[src/rtl/mesh_noc_pkg.sv]
// Shared 2D-mesh NoC definitions: flit type codes, head-flit field layout and head builder.
// Used by the router, the injection NI and the ejection NI.
package mesh_noc_pkg;

    localparam logic [1:0] FLIT_BODY   = 2'b00;
    localparam logic [1:0] FLIT_HEAD   = 2'b01;
    localparam logic [1:0] FLIT_TAIL   = 2'b10;
    localparam logic [1:0] FLIT_SINGLE = 2'b11;

    typedef enum logic [0:0] {
        NI_IDLE = 1'b0,
        NI_BODY = 1'b1
    } ni_state_e;

    function automatic int off_dest_y(input int cx);
        return cx;
    endfunction

    function automatic int off_src_x(input int cx, input int cy);
        return cx + cy;
    endfunction

    function automatic int off_src_y(input int cx, input int cy);
        return 2 * cx + cy;
    endfunction

    function automatic int off_len(input int cx, input int cy);
        return 2 * cx + 2 * cy;
    endfunction

    function automatic logic [63:0] head_field(input logic [31:0] v, input int w, input int off);
        return (64'(v) & ((64'd1 << w) - 64'd1)) << off;
    endfunction

    // Result is 64 bits wide; callers truncate to their flit width.
    function automatic logic [63:0] build_head(
        input int          dw,
        input int          cx,
        input int          cy,
        input int          lenw,
        input logic [1:0]  ftype,
        input logic [31:0] dx,
        input logic [31:0] dy,
        input logic [31:0] sx,
        input logic [31:0] sy,
        input logic [31:0] len
    );
        return head_field(dx, cx, 0)
             | head_field(dy, cy, off_dest_y(cx))
             | head_field(sx, cx, off_src_x(cx, cy))
             | head_field(sy, cy, off_src_y(cx, cy))
             | head_field(len, lenw, off_len(cx, cy))
             | (64'(ftype) << (dw - 2));
    endfunction

endpackage

[src/rtl/mesh_flit_reg.sv]
// Single-entry valid/ready output register; accepts new data whenever it is empty or draining.
module mesh_flit_reg #(
    parameter int W = 32
) (
    input  logic         clk,
    input  logic         rst,
    input  logic         in_valid_i,
    input  logic [W-1:0] in_data_i,
    output logic         in_ready_o,
    output logic         out_valid_o,
    output logic [W-1:0] out_data_o,
    input  logic         out_ready_i
);

    logic         valid_q;
    logic [W-1:0] data_q;

    assign in_ready_o  = !valid_q || out_ready_i;
    assign out_valid_o = valid_q;
    assign out_data_o  = data_q;

    // Load on accept, clear on drain, otherwise hold data and valid steady.
    always_ff @(posedge clk or posedge rst) begin
        if (rst) begin
            valid_q <= 1'b0;
            data_q  <= '0;
        end else if (in_valid_i && in_ready_o) begin
            valid_q <= 1'b1;
            data_q  <= in_data_i;
        end else if (out_ready_i) begin
            valid_q <= 1'b0;
        end else begin
            valid_q <= valid_q;
        end
    end

endmodule

[src/rtl/mesh_ni_inject.sv]
// Injection network interface: turns PE packet requests plus payload words into
// head/body/tail flits on the router's local input port.
module mesh_ni_inject
    import mesh_noc_pkg::*;
#(
    parameter int DATA_WIDTH  = 32,
    parameter int X_COORD     = 0,
    parameter int Y_COORD     = 0,
    parameter int MESH_SIZE_X = 4,
    parameter int MESH_SIZE_Y = 4,
    parameter int MAX_LEN     = 16,
    localparam int CX   = ($clog2(MESH_SIZE_X) > 0) ? $clog2(MESH_SIZE_X) : 1,
    localparam int CY   = ($clog2(MESH_SIZE_Y) > 0) ? $clog2(MESH_SIZE_Y) : 1,
    localparam int LENW = $clog2(MAX_LEN + 1)
) (
    input  logic                  clk,
    input  logic                  rst,
    input  logic                  req_valid,
    output logic                  req_ready,
    input  logic [CX-1:0]         req_dest_x,
    input  logic [CY-1:0]         req_dest_y,
    input  logic [LENW-1:0]       req_len,
    input  logic [DATA_WIDTH-3:0] pld_data,
    input  logic                  pld_valid,
    output logic                  pld_ready,
    output logic [DATA_WIDTH-1:0] flit_out_data,
    output logic                  flit_out_valid,
    input  logic                  flit_out_ready,
    output logic                  err_bad_req,
    output logic [15:0]           pkt_sent
);

    ni_state_e             state_q;
    logic [LENW-1:0]       rem_q;
    logic                  err_q;
    logic [15:0]           pkt_q;
    logic                  run_q;
    logic                  slot_free;
    logic                  req_fire;
    logic                  pld_fire;
    logic                  req_ok;
    logic                  last_word;
    logic                  load_d;
    logic [DATA_WIDTH-1:0] flit_d;

    // run_q keeps both ready outputs low while reset is (or has just been) asserted.
    assign req_ready   = run_q && (state_q == NI_IDLE) && slot_free;
    assign pld_ready   = run_q && (state_q == NI_BODY) && slot_free;
    assign req_fire    = req_valid && req_ready;
    assign pld_fire    = pld_valid && pld_ready;
    assign req_ok      = (32'(req_dest_x) < 32'(MESH_SIZE_X))
                      && (32'(req_dest_y) < 32'(MESH_SIZE_Y))
                      && (req_len <= LENW'(MAX_LEN));
    assign last_word   = (rem_q == LENW'(1));
    assign err_bad_req = err_q;
    assign pkt_sent    = pkt_q;

    // Select the flit to load: a head/single on a good request, else body/tail on a payload word.
    always_comb begin
        load_d = 1'b0;
        flit_d = '0;
        if (req_fire && req_ok) begin
            load_d = 1'b1;
            flit_d = DATA_WIDTH'(build_head(DATA_WIDTH, CX, CY, LENW,
                                            (req_len == '0) ? FLIT_SINGLE : FLIT_HEAD,
                                            32'(req_dest_x), 32'(req_dest_y),
                                            32'(X_COORD), 32'(Y_COORD), 32'(req_len)));
        end else if (pld_fire) begin
            load_d = 1'b1;
            flit_d = {(last_word ? FLIT_TAIL : FLIT_BODY), pld_data};
        end else begin
            load_d = 1'b0;
            flit_d = '0;
        end
    end

    // Packet FSM, remaining-word counter, error pulse and delivered-packet counter.
    always_ff @(posedge clk or posedge rst) begin
        if (rst) begin
            state_q <= NI_IDLE;
            rem_q   <= '0;
            err_q   <= 1'b0;
            pkt_q   <= 16'd0;
            run_q   <= 1'b0;
        end else begin
            run_q <= 1'b1;
            err_q <= req_fire && !req_ok;
            // TAIL and SINGLE are the only types with the top bit set.
            if (flit_out_valid && flit_out_ready && flit_out_data[DATA_WIDTH-1]) begin
                pkt_q <= pkt_q + 16'd1;
            end else begin
                pkt_q <= pkt_q;
            end
            case (state_q)
                NI_IDLE: begin
                    if (req_fire && req_ok && (req_len != '0)) begin
                        state_q <= NI_BODY;
                        rem_q   <= req_len;
                    end else begin
                        state_q <= NI_IDLE;
                    end
                end
                NI_BODY: begin
                    if (pld_fire) begin
                        rem_q   <= rem_q - LENW'(1);
                        state_q <= last_word ? NI_IDLE : NI_BODY;
                    end else begin
                        state_q <= NI_BODY;
                    end
                end
                default: begin
                    state_q <= NI_IDLE;
                    rem_q   <= '0;
                end
            endcase
        end
    end

    mesh_flit_reg #(
        .W(DATA_WIDTH)
    ) u_out_reg (
        .clk        (clk),
        .rst        (rst),
        .in_valid_i (load_d),
        .in_data_i  (flit_d),
        .in_ready_o (slot_free),
        .out_valid_o(flit_out_valid),
        .out_data_o (flit_out_data),
        .out_ready_i(flit_out_ready)
    );

endmodule

[config.mk]
export PLATFORM = sky130hd
export DESIGN_NAME = mesh_ni_inject
export DESIGN_NICKNAME = d
export VERILOG_FILES = /design/src/rtl/mesh_noc_pkg.sv /design/src/rtl/mesh_flit_reg.sv /design/src/rtl/mesh_ni_inject.sv
export SDC_FILE = /design/constraint.sdc
export NUM_CORES = 1
export LEC_CHECK = 0
export CORE_MARGIN = 3
export CORE_UTILIZATION = 45
export CTS_BUF_LIST = sky130_fd_sc_hd__clkbuf_2 sky130_fd_sc_hd__clkbuf_4 sky130_fd_sc_hd__clkbuf_8
export DETAILED_ROUTE_END_ITERATION = 6
export GPL_TIMING_DRIVEN = 0
export PLACE_DENSITY_LB_ADDON = 0.1
export SETUP_SLACK_MARGIN = 0.02
export SYNTH_ARGS = -nofsm -noshare
export SYNTH_HDL_FRONTEND = slang
export SYNTH_SLANG_ARGS = --single-unit
export TNS_END_PERCENT = 1
[constraint.sdc]
create_clock -name clk -period 2.53 [get_ports clk]
set_clock_uncertainty 0.15 [all_clocks]
set_input_delay 0.253 -clock clk [delete_from_list [all_inputs] [get_ports clk]]
set_output_delay 0.253 -clock clk [all_outputs]
set_load 0.02 [all_outputs]
# == After elaboration in Yosys (flattened, before gate mapping) ==
# Index checks and enable logic that the tools add are counted.
# Widths: inputs -> output; s select.
# classes
n_lt_le_gt_ge,1
bitwise,4
n_mux,15
n_reduce_logical,19
addsub,2
eq_ne,3
# op_table
cell,n
$mux 32,2
$or 13x32->32,1
$add 16x1->16 const B,1
$or 4x13->13,1
$logic_and 1x1->1,12
$mux 5,2
$pmux 5 s2,1
$mux 1,7
$eq 5x1->1 const B,1
$le 5x5->1 const B,1
$logic_not 5->1,1
$reduce_bool 5->1,1
$sub 5x1->5 const B,1
$mux 2,2
$ne 2x1->1 const B,2
$or 2x4->4,1
$logic_not 1->1,2
$pmux 1 s2,1
$reduce_and 2->1,1
$reduce_bool 2->1,1
$logic_or 1x1->1,1
$not 1->1,1
# word_totals
output_inout_bits,52
ff_bits,57
input_bits,44

# == Depth between registers and ports, before layout ==
# Gate-level depths: netlist of run 1.
# depth
ltp_word,8
mapped_depth,7
ltp_nobuf,5

# == By module ==
# A second synthesis of run 1 with hierarchy kept.
# unflattened
cells_unflattened,228
hier_area_um2,2914.0
# modules_own_cells
module,instances,cells_per_inst,area_each_um2,seq_area_each_um2
mesh_ni_inject,1,156,1519.0,600.6
mesh_flit_reg,1,72,1395.1,825.8

# == Worst setup path after synthesis of run 1 ==
# OpenSTA, ideal clock, no wires.
# synth_path
kind,reg-to-reg
from,register u_out_reg.valid_q (netlist: u_out_reg.out_valid_o)
to,register rem_q[4]
stages_incl_launch_ff,6
t_arrival_ps,1729
setup_ps,138
slack_ps,514
path_cell_list,dfrtp_1 > nand2b_1 > nand4b_1 > or4b_2 > o21ai_0 > a21oi_1
# synth_between
elab_chain_len,8
# synth_rtl
element,line_no,text
start: declaration,mesh_flit_reg.sv:15,logic valid_q;
start signal: assignment,mesh_flit_reg.sv:33,valid_q <= valid_q;
$logic_not 1->1 *,mesh_flit_reg.sv:18,assign in_ready_o = !valid_q || out_ready_i;
$logic_or 1x1->1 *,mesh_flit_reg.sv:18,
$logic_and 1x1->1,mesh_ni_inject.sv:47,assign req_ready = run_q && (state_q == NI_IDLE) && slot_free;
$logic_and 1x1->1,mesh_ni_inject.sv:49,assign req_fire = req_valid && req_ready;
$logic_and 1x1->1 (2 in a row),mesh_ni_inject.sv:96,if (req_fire && req_ok && (req_len != '0)) begin
$ne 2x1->1 (no source line),-,
$reduce_and 2->1 (no source line) *,-,
end signal: assignment,mesh_ni_inject.sv:98,rem_q <= req_len;
end signal: assignment,mesh_ni_inject.sv:105,rem_q <= rem_q - LENW'(1);
end: declaration,mesh_ni_inject.sv:34,logic [LENW-1:0] rem_q;
# Every way passes the cells marked *; elsewhere a longest branch is shown, timed or not.
# A chain may end at the register's enable or synchronous reset.

# == Final worst setup path of run 1 ==
# layout_path
from,register state_q
to,output pld_ready
# layout_between
elab_chain_len,2
# layout_rtl
element,line_no,text
start: declaration,mesh_ni_inject.sv:33,ni_state_e state_q;
start signal: assignment,mesh_ni_inject.sv:106,state_q <= last_word ? NI_IDLE : NI_BODY;
$logic_and 1x1->1 (2 in a row),mesh_ni_inject.sv:48,assign pld_ready = run_q && (state_q == NI_BODY) && slot_free;
end: declaration,mesh_ni_inject.sv:25,"output logic pld_ready,"
# Every way passes these cells.

==> key figures, run 1 <==
Cells and area
  • Most frequent cells in the layout: 95 x clkdlybuf4s50_1, 57 x dfrtp_1, 27 x a22o_1
  • Layout Nets: 356
  • Antenna diodes: 0
  • Fin util: 72.03%
  • Share of layout cells above drive strength 1: approximately 9.9%
  • Post-Layout Cell Count: 384
  • Commonest non-fill, non-tap cell in the layout: clkdlybuf4s50_1
  • Fillers: 419
  • Synth-to-Final Area Change: 53.32%

Floorplan
  • IO Count: 96
  • Die width: around 80 microns
  • Starting Density: 46.98%
  • Cell row count: 26
  • Die height: 79.26 microns
  • Core area: just over 5000 sq um
  • Die area: 6281 sq um

Routing
  • Pre-antenna DRT Iters: 4
  • Via count: 2000
  • Post-route DRC: 0
  • Post-Route WL: around 5.9 mm
  • Initial DRC Count: 72
  • Via density: roughly 5.2
  • Final ANT Viol Nets: 0
  • Average wire per standard cell: 15.28 microns

Synth
  • Netlist cell types: 39
  • Sequential area share after synthesis: 59.07%
  • Avg Cell Area, Syn: about 12 sq um
  • #FFs+latches synth: 57
  • Post-synth EDFFs: 0
  • Ys Warns: 0
  • Post-synth ARST share: between 90% and 100%
  • Syn nets: 249
  • Share of the synthesized area in the top cell type: 59.07%
  • Gate Count Post-Synth: 202
  • Top FF cell, synth: dfrtp_1
  • Mapped Area: roughly 2400 sq um
  • Top cells by area, synth: dfrtp_1 59%, a22o_1 9.8%, xnor2_1 4.0%
  • Area leader, netlist: dfrtp_1

CTS
  • Clock Tree Buf Depth: 2
  • CTS H-tree lvls: 3
  • Reg clk slew, reported paths: approximately 70 ps
  • CTS tree: built
  • Setup bufs post-CTS: 0
  • TritonCTS Buffers: 9
  • Clk_lat worst skew: 330 ps
  • Cts hold-fix bufs: 0
  • Root Driver: clkbuf_8
  • Post_cts resized: 0
  • Clock sink count: 57

STA
  • Final hold vios: 0
  • Post-route clock period utilization: 92.91%
  • Fin. max-slew vios: 0
  • Tmin final: 2351 ps
  • Worst slew margin: 60.85%
  • Final Setup Violations: 0
  • Fin Hold WS: 156.5 ps
  • RSZ-0062 raised after global routing: no
  • Slew of the pin with the lowest slew margin: 586.4 ps
  • Max Freq: 425.4 MHz

Run
  • Max-Cap Viols: 0

GRT
  • Overall Global Routing Usage: 20.00%
  • Largest net degree at the start of global routing: 31
  • Initial antenna violation count: 0
  • First-pass GRT wire length: roughly 9.6 mm
  • Grt ovf: 0
  • Vias in the first global route: 1993

Setup path
  • Biggest cell delay along the critical path: 600 ps
  • Slowest cell on crit path: clkdlybuf4s50_1
  • CP cell instances: clkbuf_1 -> and3_1 -> clkdlybuf4s50_1
  • Reg-to-Reg Start: u_out_reg.out_valid_o
  • Crit path required time: around 2100 ps
  • Worst setup SP type: flop
  • Worst Path Max Fanout: 10
  • Crit. End Element: output port
  • Worst setup path start: state_q
  • CP arrival: 1950 ps
  • Worst setup path class: flop to output port

Run status
  • Status: completed

Placed design
  • Hpwl dp: 4.307 mm
  • Final Wtd Congestion: around 0.8
  • IO buf count: 95
  • Placed cells: 368

Worst hold path
  • Min-delay worst type: primary input to async pin

Power and ir drop
  • Leak: 1.705 nW
  • PD cells: 1086 nW/um^2
  • Max VDD drop: 651.3 uV
  • Power, Total: 0.004022 W
==> final timing paths <==
path / cells past startpoint / slack, ps / endpoint
setup / recovery: 3 / 180 / pld_ready
hold reg to reg: 1 / 330 / pkt_sent[15]
hold / removal: 2 / 160 / u_out_reg.out_data_o[26]
max in group asynchronous: 3 / 1510 / u_out_reg.out_data_o[9]
setup reg to reg: 5 / 430 / rem_q[4]
min in group clk: 1 / 330 / pkt_sent[15]
==> power by group <==
part / leakage (nW) / internal (W) / switching [W]
clock: 0.115 / 0.000605 / 0.000362
combinational: 0.859 / 0.000826 / 0.000783
sequential: 0.731 / 0.00123 / 0.000220
total: 1.70 / 0.00266 / 0.00137
==> registers in the layout, summed over array words and instances (netlist names) <==
name,cells
run_q,1
u_out_reg.out_valid_o,1
rem_q,5
u_out_reg.out_data_o,32
state_q,1
pkt_sent,16
err_bad_req,1
==> through the flow <==
| step | setup TNS (ps) | setup WS (ps) | area [sq um] |
|---|---|---|---|
| 2_1_floorplan | 0 | 513.9 | 2415 |
| 3_3_place_gp | -17980 | -316.8 | 3453 |
| 3_5_place_dp | 0 | 48.94 | 3473 |
| 4_1_cts | 0 | 147.1 | 3702 |
| 5_1_grt | 0 | 50.65 | 3702 |
| 6_report | 0 | 179.4 | 3702 |
==> logic make-up after synthesis <==
| group | synth area share (%) |
|---|---|
| AND/OR/NAND/NOR | 12.75 |
| flip-flops | 59.07 |
| multiplexers | 0.4145 |
| XOR/XNOR | 5.440 |
| adder cells (fa/ha/maj) | 1.555 |
| AO/OA/AOI/OAI | 18.08 |
| other | 0.1553 |
| buffers and inverters | 2.539 |
==> synthesized netlist by cell type (4+ instances only) <==
library cell,number
nand3_1,7
a22o_1,27
inv_1,6
and3_1,5
a21oi_1,6
clkbuf_1,5
dfrtp_1,57
nand4_1,6
buf_2,4
nor2_1,10
a21o_1,8
xnor2_1,11
xor2_1,4
nand2_1,14
==> critical path, delay by kind of cell, from the launching register on <==
family        cells  cell delay [ps]
simple gates      1              220
buf+inv           2              970
flops             1              430
==> area by class of cell <==
type / count / area (sq um) / share of cell area [%]
Clock inverter: 5 / 77.57 / 2.095
Sequential cell: 57 / 1426 / 38.53
Buffer: 9 / 38.79 / 1.048
Multi-Input combinational cell: 130 / 927.1 / 25.04
Inverter: 6 / 22.52 / 0.6083
Tap cell: 70 / 87.58 / 2.366
Clock buffer: 11 / 151.4 / 4.089
Timing Repair Buffer: 96 / 970.9 / 26.23
==> per-layer routing <==
layer | part of all wire [%] | up-vias | GRT usage [%]
met1 | 43 | 986 | 24.63
met2 | 49 | 61 | 31.82
li1 | - | 948 | -
met4 | 1.3 | 0 | 7.560
met5 | 0 | - | 0
met3 | 6.7 | 5 | 7.710
Power figures use the tool's default switching activity.
==> inputs of run 2 (changes only) <==
--- a/config.mk
+++ b/config.mk
@@ -6,13 +6,13 @@
 export NUM_CORES = 1
 export LEC_CHECK = 0
 export CORE_MARGIN = 3
-export CORE_UTILIZATION = 45
+export CORE_UTILIZATION = 48
 export CTS_BUF_LIST = sky130_fd_sc_hd__clkbuf_2 sky130_fd_sc_hd__clkbuf_4 sky130_fd_sc_hd__clkbuf_8
 export DETAILED_ROUTE_END_ITERATION = 6
-export GPL_TIMING_DRIVEN = 0
 export PLACE_DENSITY_LB_ADDON = 0.1
 export SETUP_SLACK_MARGIN = 0.02
 export SYNTH_ARGS = -nofsm -noshare
 export SYNTH_HDL_FRONTEND = slang
+export SYNTH_HIERARCHICAL = 1
 export SYNTH_SLANG_ARGS = --single-unit
 export TNS_END_PERCENT = 1
==> run 2 against run 1 <==
Compared with the run above:
- non-clock buffer count increased by 10
- critical endpoint unchanged
- critical path depth increased by 2
- largest cell class unchanged
- wire length increased by 17%
- register-to-register slack improved by 70 ps
- sequential power decreased by 14%
- sequential share of layout area decreased by 4.8 points
- core utilization increased by 2.6 points
- combinational power decreased by 15%
- largest power group unchanged
- via count increased by 12%
- fmax decreased by 0.21%
- flip-flop and latch count unchanged
==> key figures, run 2 <==
Power and ir drop
  • Power, Total: ~0.0035 W
  • PD cells: 827.2 nW/um^2
  • Leak: 2.094 nW
  • Max VDD drop: approximately 400 uV

GRT
  • Largest net degree at the start of global routing: 28
  • Vias in the first global route: between 2000 and 2500
  • Initial antenna violation count: 0
  • Grt ovf: 0
  • Overall Global Routing Usage: 20.40%
  • First-pass GRT wire length: approximately 11 mm

STA
  • Post-route clock period utilization: 93.11%
  • Final Setup Violations: 0
  • Fin. max-slew vios: 0
  • Final hold vios: 0
  • RSZ-0062 raised after global routing: no
  • Max Freq: 424.5 MHz
  • Setup TNS Final: 0 ps
  • Tmin final: 2356 ps
  • Fin Hold WS: 10.85 ps

Floorplan
  • Core area: ~5700 sq um
  • Starting Density: 51.34%
  • Die height: 83.92 microns
  • Die area: 7042 sq um
  • IO Count: 96
  • Cell row count: 27
  • Die width: 83.92 microns

Cells and area
  • Fin util: 74.58%
  • Max reg flops: 32
  • Share of layout cells above drive strength 1: 22.25%
  • Layout Nets: between 300 and 400
  • Synth-to-Final Area Change: 45.26%
  • Commonest non-fill, non-tap cell in the layout: clkdlybuf4s50_1
  • Most frequent cells in the layout: 95 x clkdlybuf4s50_1, 57 x dfrtp_1, 30 x mux2_4
  • Antenna diodes: 0
  • Fillers: 388

Setup path
  • Reg-to-Reg Start: u_out_reg/out_valid_o
  • Worst R2R End: u_out_reg/out_data_o[17]
  • Crit. End Element: output port
  • Worst Path Max Fanout: 22
  • Crit path capture: pld_ready
  • Worst setup SP type: primary input
  • Worst setup path start: flit_out_ready
  • Worst setup path class: primary input to output port
  • CP arrival: a little under 2000 ps
  • Worst r2r path cells: 8
  • Setup slack, reg-to-reg: 500 ps
  • Crit path required time: ~2100 ps

Routing
  • Average wire per standard cell: 16.47 microns
  • Final ANT Viol Nets: 0
  • Via density: 5.361
  • Via count: 2241
  • Post-route DRC: 0
  • Post-Route WL: 6.885 mm
  • Pre-antenna DRT Iters: 4
  • Initial DRC Count: 89

Synth
  • Post-synth EDFFs: 0
  • Mapped Area: around 2900 sq um
  • Area leader, netlist: dfrtp_1
  • Commonest cells post-synth: 57 x dfrtp_1, 30 x mux2_4, 26 x and3_1
  • Ys Warns: 6
  • Avg Cell Area, Syn: 12.78 sq um
  • #FFs+latches synth: 57
  • Sequential area share after synthesis: 48.95%
  • Most frequent cell after synthesis: dfrtp_1
  • Post-synth ARST share: 100.0%
  • Top cells by area, synth: dfrtp_1 49%, mux2_4 15%, and3_1 5.6%
  • Syn nets: 275
  • Top FF cell, synth: dfrtp_1
  • Gate Count Post-Synth: 228
  • Share of the synthesized area in the top cell type: 48.95%
  • Netlist cell types: 51

CTS
  • Reg clk slew, reported paths: 80 ps
  • CTS H-tree lvls: 3
  • Setup bufs post-CTS: 0
  • Post_cts resized: 0
  • Cts hold-fix bufs: 0
  • Clk_lat worst skew: 330 ps
  • CTS tree: built
  • Clock Tree Buf Depth: 2
  • TritonCTS Buffers: 9
  • Root Driver: clkbuf_8
  • Clock sink count: 57

Placed design
  • Final Wtd Congestion: 0.8015
  • Hpwl dp: 4.939 mm
  • IO buf count: 95

Run status
  • Status: completed

Run
  • Max-Cap Viols: 0

Worst hold path
  • Min-delay worst type: primary input to async pin
## run 2: worst min-delay path by stage
| stage | from | end | cells past startpoint |
|---|---|---|---|
| after global placement | pkt_sent[15] | pkt_sent[15] | 1 |
| after detailed placement | pkt_sent[15] | pkt_sent[15] | 1 |
| after global routing | rst | u_out_reg/out_data_o[25] | 2 |
| after CTS | rst | u_out_reg/out_data_o[21] | 2 |
| final | rst | u_out_reg/out_data_o[21] | 2 |
| after floorplan | rst | err_bad_req | 1 |
## run 2: critical path: stages
cell	delay (ps)
clkdlybuf4s50_1	510
nand2b_4	140
and3_1	180
buf_4	230
clkdlybuf4s50_1	640
## run 2: layout make-up
| class | instances | area [sq um] | share of cell area [%] |
|---|---|---|---|
| flip-flops and latches | 57 | 1426 | 33.70 |
| multi-input cells | 152 | 1363 | 32.19 |
| repair buffers | 115 | 1126 | 26.60 |
| clock buffers | 11 | 151.4 | 3.577 |
| well taps | 72 | 90.09 | 2.128 |
| clock inverters | 5 | 53.80 | 1.271 |
| inverters | 6 | 22.52 | 0.5321 |
## run 2: per-stage QoR
stage | setup slack, ps | area (sq um) | instances
after CTS | 172.1 | 4233 | 418
final | 174.4 | 4233 | 418
after global placement | 99.37 | 4028 | 402
after global routing | 115.3 | 4233 | 418
after floorplan | 359.2 | 2914 | 228
after detailed placement | 51.04 | 4028 | 402
## run 2: power breakdown
group / switching (W) / total [W] / leakage, nW / internal (W)
sequential: 0.000142 / 0.00125 / 0.767 / 0.00111
clock: 0.000378 / 0.000883 / 0.109 / 0.000505
combinational: 0.000621 / 0.00137 / 1.22 / 0.000749
total: 0.00114 / 0.00350 / 2.09 / 0.00236
## run 2: cells by family after synthesis
kind of cell | share of synthesized area (%)
fa+ha+maj | 1.288
other cells | 0.1287
simple gates | 15.46
compound gates | 7.171
xor+xnor | 5.067
mux | 17.65
buf+inv | 4.294
flops | 48.95
## run 2: per-layer routing
| layer | wire length, microns | vias to the layer above | GRT usage (%) |
|---|---|---|---|
| li1 | - | 1048 | - |
| met1 | 2955 | 1095 | 26.00 |
| met2 | 3335 | 84 | 32.39 |
| met3 | 459 | 14 | 6.318 |
| met4 | 133 | 0 | 8.041 |
| met5 | 0 | - | 0 |
==> inputs of run 3 (changes only) <==
--- a/config.mk
+++ b/config.mk
@@ -9,6 +9,7 @@
 export CORE_UTILIZATION = 48
 export CTS_BUF_LIST = sky130_fd_sc_hd__clkbuf_2 sky130_fd_sc_hd__clkbuf_4 sky130_fd_sc_hd__clkbuf_8
 export DETAILED_ROUTE_END_ITERATION = 6
+export HOLD_SLACK_MARGIN = 0.12
 export PLACE_DENSITY_LB_ADDON = 0.1
 export SETUP_SLACK_MARGIN = 0.02
 export SYNTH_ARGS = -nofsm -noshare
==> run 3 against run 2 <==
Compared with the run above:
- setup slack hardly changed
- critical path type unchanged
- global-route usage hardly changed
- sequential power hardly changed
- hold slack better by 320 ps
- clock power hardly changed
- first-iteration DRC count is 4.5% lower
- wire length hardly changed
- sequential share of layout area is 0.080 points lower
- final cell count is 0.24% higher
- non-clock buffer count is 1 higher
==> key figures, run 3 (synthesis results as in run 2) <==
Floorplan
  • Die height: 83.92 microns
  • Core area: approximately 5700 sq um
  • Die width: roughly 84 microns
  • Cell row count: 27
  • IO Count: 96
  • Die area: a little over 7000 sq um
  • Starting Density: 51.34%

Routing
  • Met1 wire length: 2.933 mm
  • Pre-antenna DRT Iters: 4
  • Routed met2 length: 3.347 mm
  • Via count: 2245
  • Top Layer Used: met4
  • Initial DRC Count: between 80 and 90
  • Metal3 WL: 462 microns
  • Average wire per standard cell: 16.42 microns
  • Final ANT Viol Nets: 0
  • Via density: 5.358
  • Post-Route WL: a little under 7 mm
  • Post-route DRC: 0

Power and ir drop
  • Leak: 2.098 nW
  • PD cells: 825.3 nW/um^2
  • Max VDD drop: 395.9 uV

Setup path
  • Worst setup path start: flit_out_ready
  • Setup slack, reg-to-reg: around 500 ps
  • Largest delay share family, worst path: buffers and inverters
  • Worst setup SP type: primary input
  • Crit path depth: 5
  • Worst setup path class: primary input to output port
  • Biggest cell delay along the critical path: 640 ps
  • Worst Path Max Fanout: 22
  • Reg-to-Reg Start: u_out_reg/out_valid_o
  • Worst R2R End: u_out_reg/out_data_o[17]
  • Worst r2r path cells: 8
  • Crit path required time: 2130 ps
  • Crit. End Element: output port
  • Buf/Inv on CP: 3
  • Crit path top cell by count: clkdlybuf4s50_1
  • Slowest cell on crit path: clkdlybuf4s50_1
  • CP arrival: 1950 ps
  • Crit path capture: pld_ready
  • CP cell instances: clkdlybuf4s50_1 -> nand2b_4 -> and3_1 -> buf_4 -> clkdlybuf4s50_1

GRT
  • Overall Global Routing Usage: between 20% and 30%
  • Grt ovf: 0
  • Largest net degree at the start of global routing: 28
  • Initial antenna violation count: 0
  • First-pass GRT wire length: 11.37 mm
  • Vias in the first global route: roughly 2300

Cells and area
  • Seq. cell area: about 1400 sq um
  • Area of the multi-input gates: 1363 sq um
  • Final instance area: 4243 sq um
  • Post-Layout Cell Count: 419
  • Antenna diodes: 0
  • Commonest non-fill, non-tap cell in the layout: clkdlybuf4s50_1
  • Most frequent cells in the layout: 95 x clkdlybuf4s50_1, 57 x dfrtp_1, 30 x mux2_4
  • Layout Nets: a little under 400
  • Max reg flops: 32
  • Fillers: 387
  • Synth-to-Final Area Change: 45.60%
  • Share of layout cells above drive strength 1: between 20% and 30%

CTS
  • CTS tree: built
  • Post_cts resized: 0
  • Root Driver: clkbuf_8
  • Clock sink count: 57
  • CTS H-tree lvls: 3
  • Clk_lat worst skew: ~330 ps
  • Clock Tree Buf Depth: 2
  • TritonCTS Buffers: 9
  • Reg clk slew, reported paths: 60 ps

Placed design
  • IO buf count: 95
  • Final Wtd Congestion: 0.8015
  • Hpwl dp: 4.939 mm
  • Placed Instance Area: just over 4000 sq um
  • Placed cells: 402

STA
  • Post-route clock period utilization: 93.12%
  • RSZ-0062 raised after global routing: no
  • Setup TNS Final: 0 ps
  • Final Setup Violations: 0
  • Max Freq: approximately 420 MHz
  • Final hold vios: 0
  • Fin Hold WS: between 300 and 400 ps
  • Fin. max-slew vios: 0
  • Tmin final: 2356 ps

Run
  • Max-Cap Viols: 0

Worst hold path
  • Min-delay worst type: flop to flop

Run status
  • Status: completed
[run 3: cell count changes in the layout (fill, tap and decap cells not counted), sizes merged]
cell	before	now
dlygate4sd3	0	1
[run 3: where the power goes]
| group | internal [W] | switching [W] |
|---|---|---|
| Sequential | 0.00111 | 0.000143 |
| Clock | 0.000505 | 0.000378 |
| Combinational | 0.000750 | 0.000621 |
[run 3: through the flow]
stage	power, W	setup slack (ps)	util (%)
floorplan	0.002072	359.2	-
global placement	0.002593	99.37	70.97
detailed placement	0.002626	51.04	70.97
CTS	0.003512	172.1	74.76
global route	0.003675	115.3	74.76
finish	0.003502	173.9	74.76
[run 3: area by class of cell]
cell class / count / share of cell area, %
tap: 72 / 2.123
sequential: 57 / 33.62
multi-input combinational: 152 / 32.11
inverter: 6 / 0.5308
clock inverter: 5 / 1.268
timing repair buffer: 116 / 26.78
clock buffer: 11 / 3.568
[run 3: layer usage]
metal / track usage (%) / vias to the layer above
met5: 0 / -
met3: 6.219 / 14
met4: 8.041 / 0
met1: 26.06 / 1092
li1: - / 1052
met2: 32.47 / 87
[run 3: worst min path at each step]
| stage | startpoint | to | slack, ps | cells after the start |
|---|---|---|---|---|
| final | pkt_sent[15] | pkt_sent[15] | 330 | 1 |
| after global routing | pkt_sent[15] | pkt_sent[15] | 350 | 1 |
| after CTS | pkt_sent[15] | pkt_sent[15] | 330 | 1 |
| after detailed placement | pkt_sent[15] | pkt_sent[15] | 320 | 1 |
| after global placement | pkt_sent[15] | pkt_sent[15] | 310 | 1 |
| after floorplan | rst | err_bad_req | 120 | 1 |
[run 3: timing repair]
action	in CTS	in global routing
setup buffers	0	0
hold endpoints to repair	6	0
hold buffers	1	0
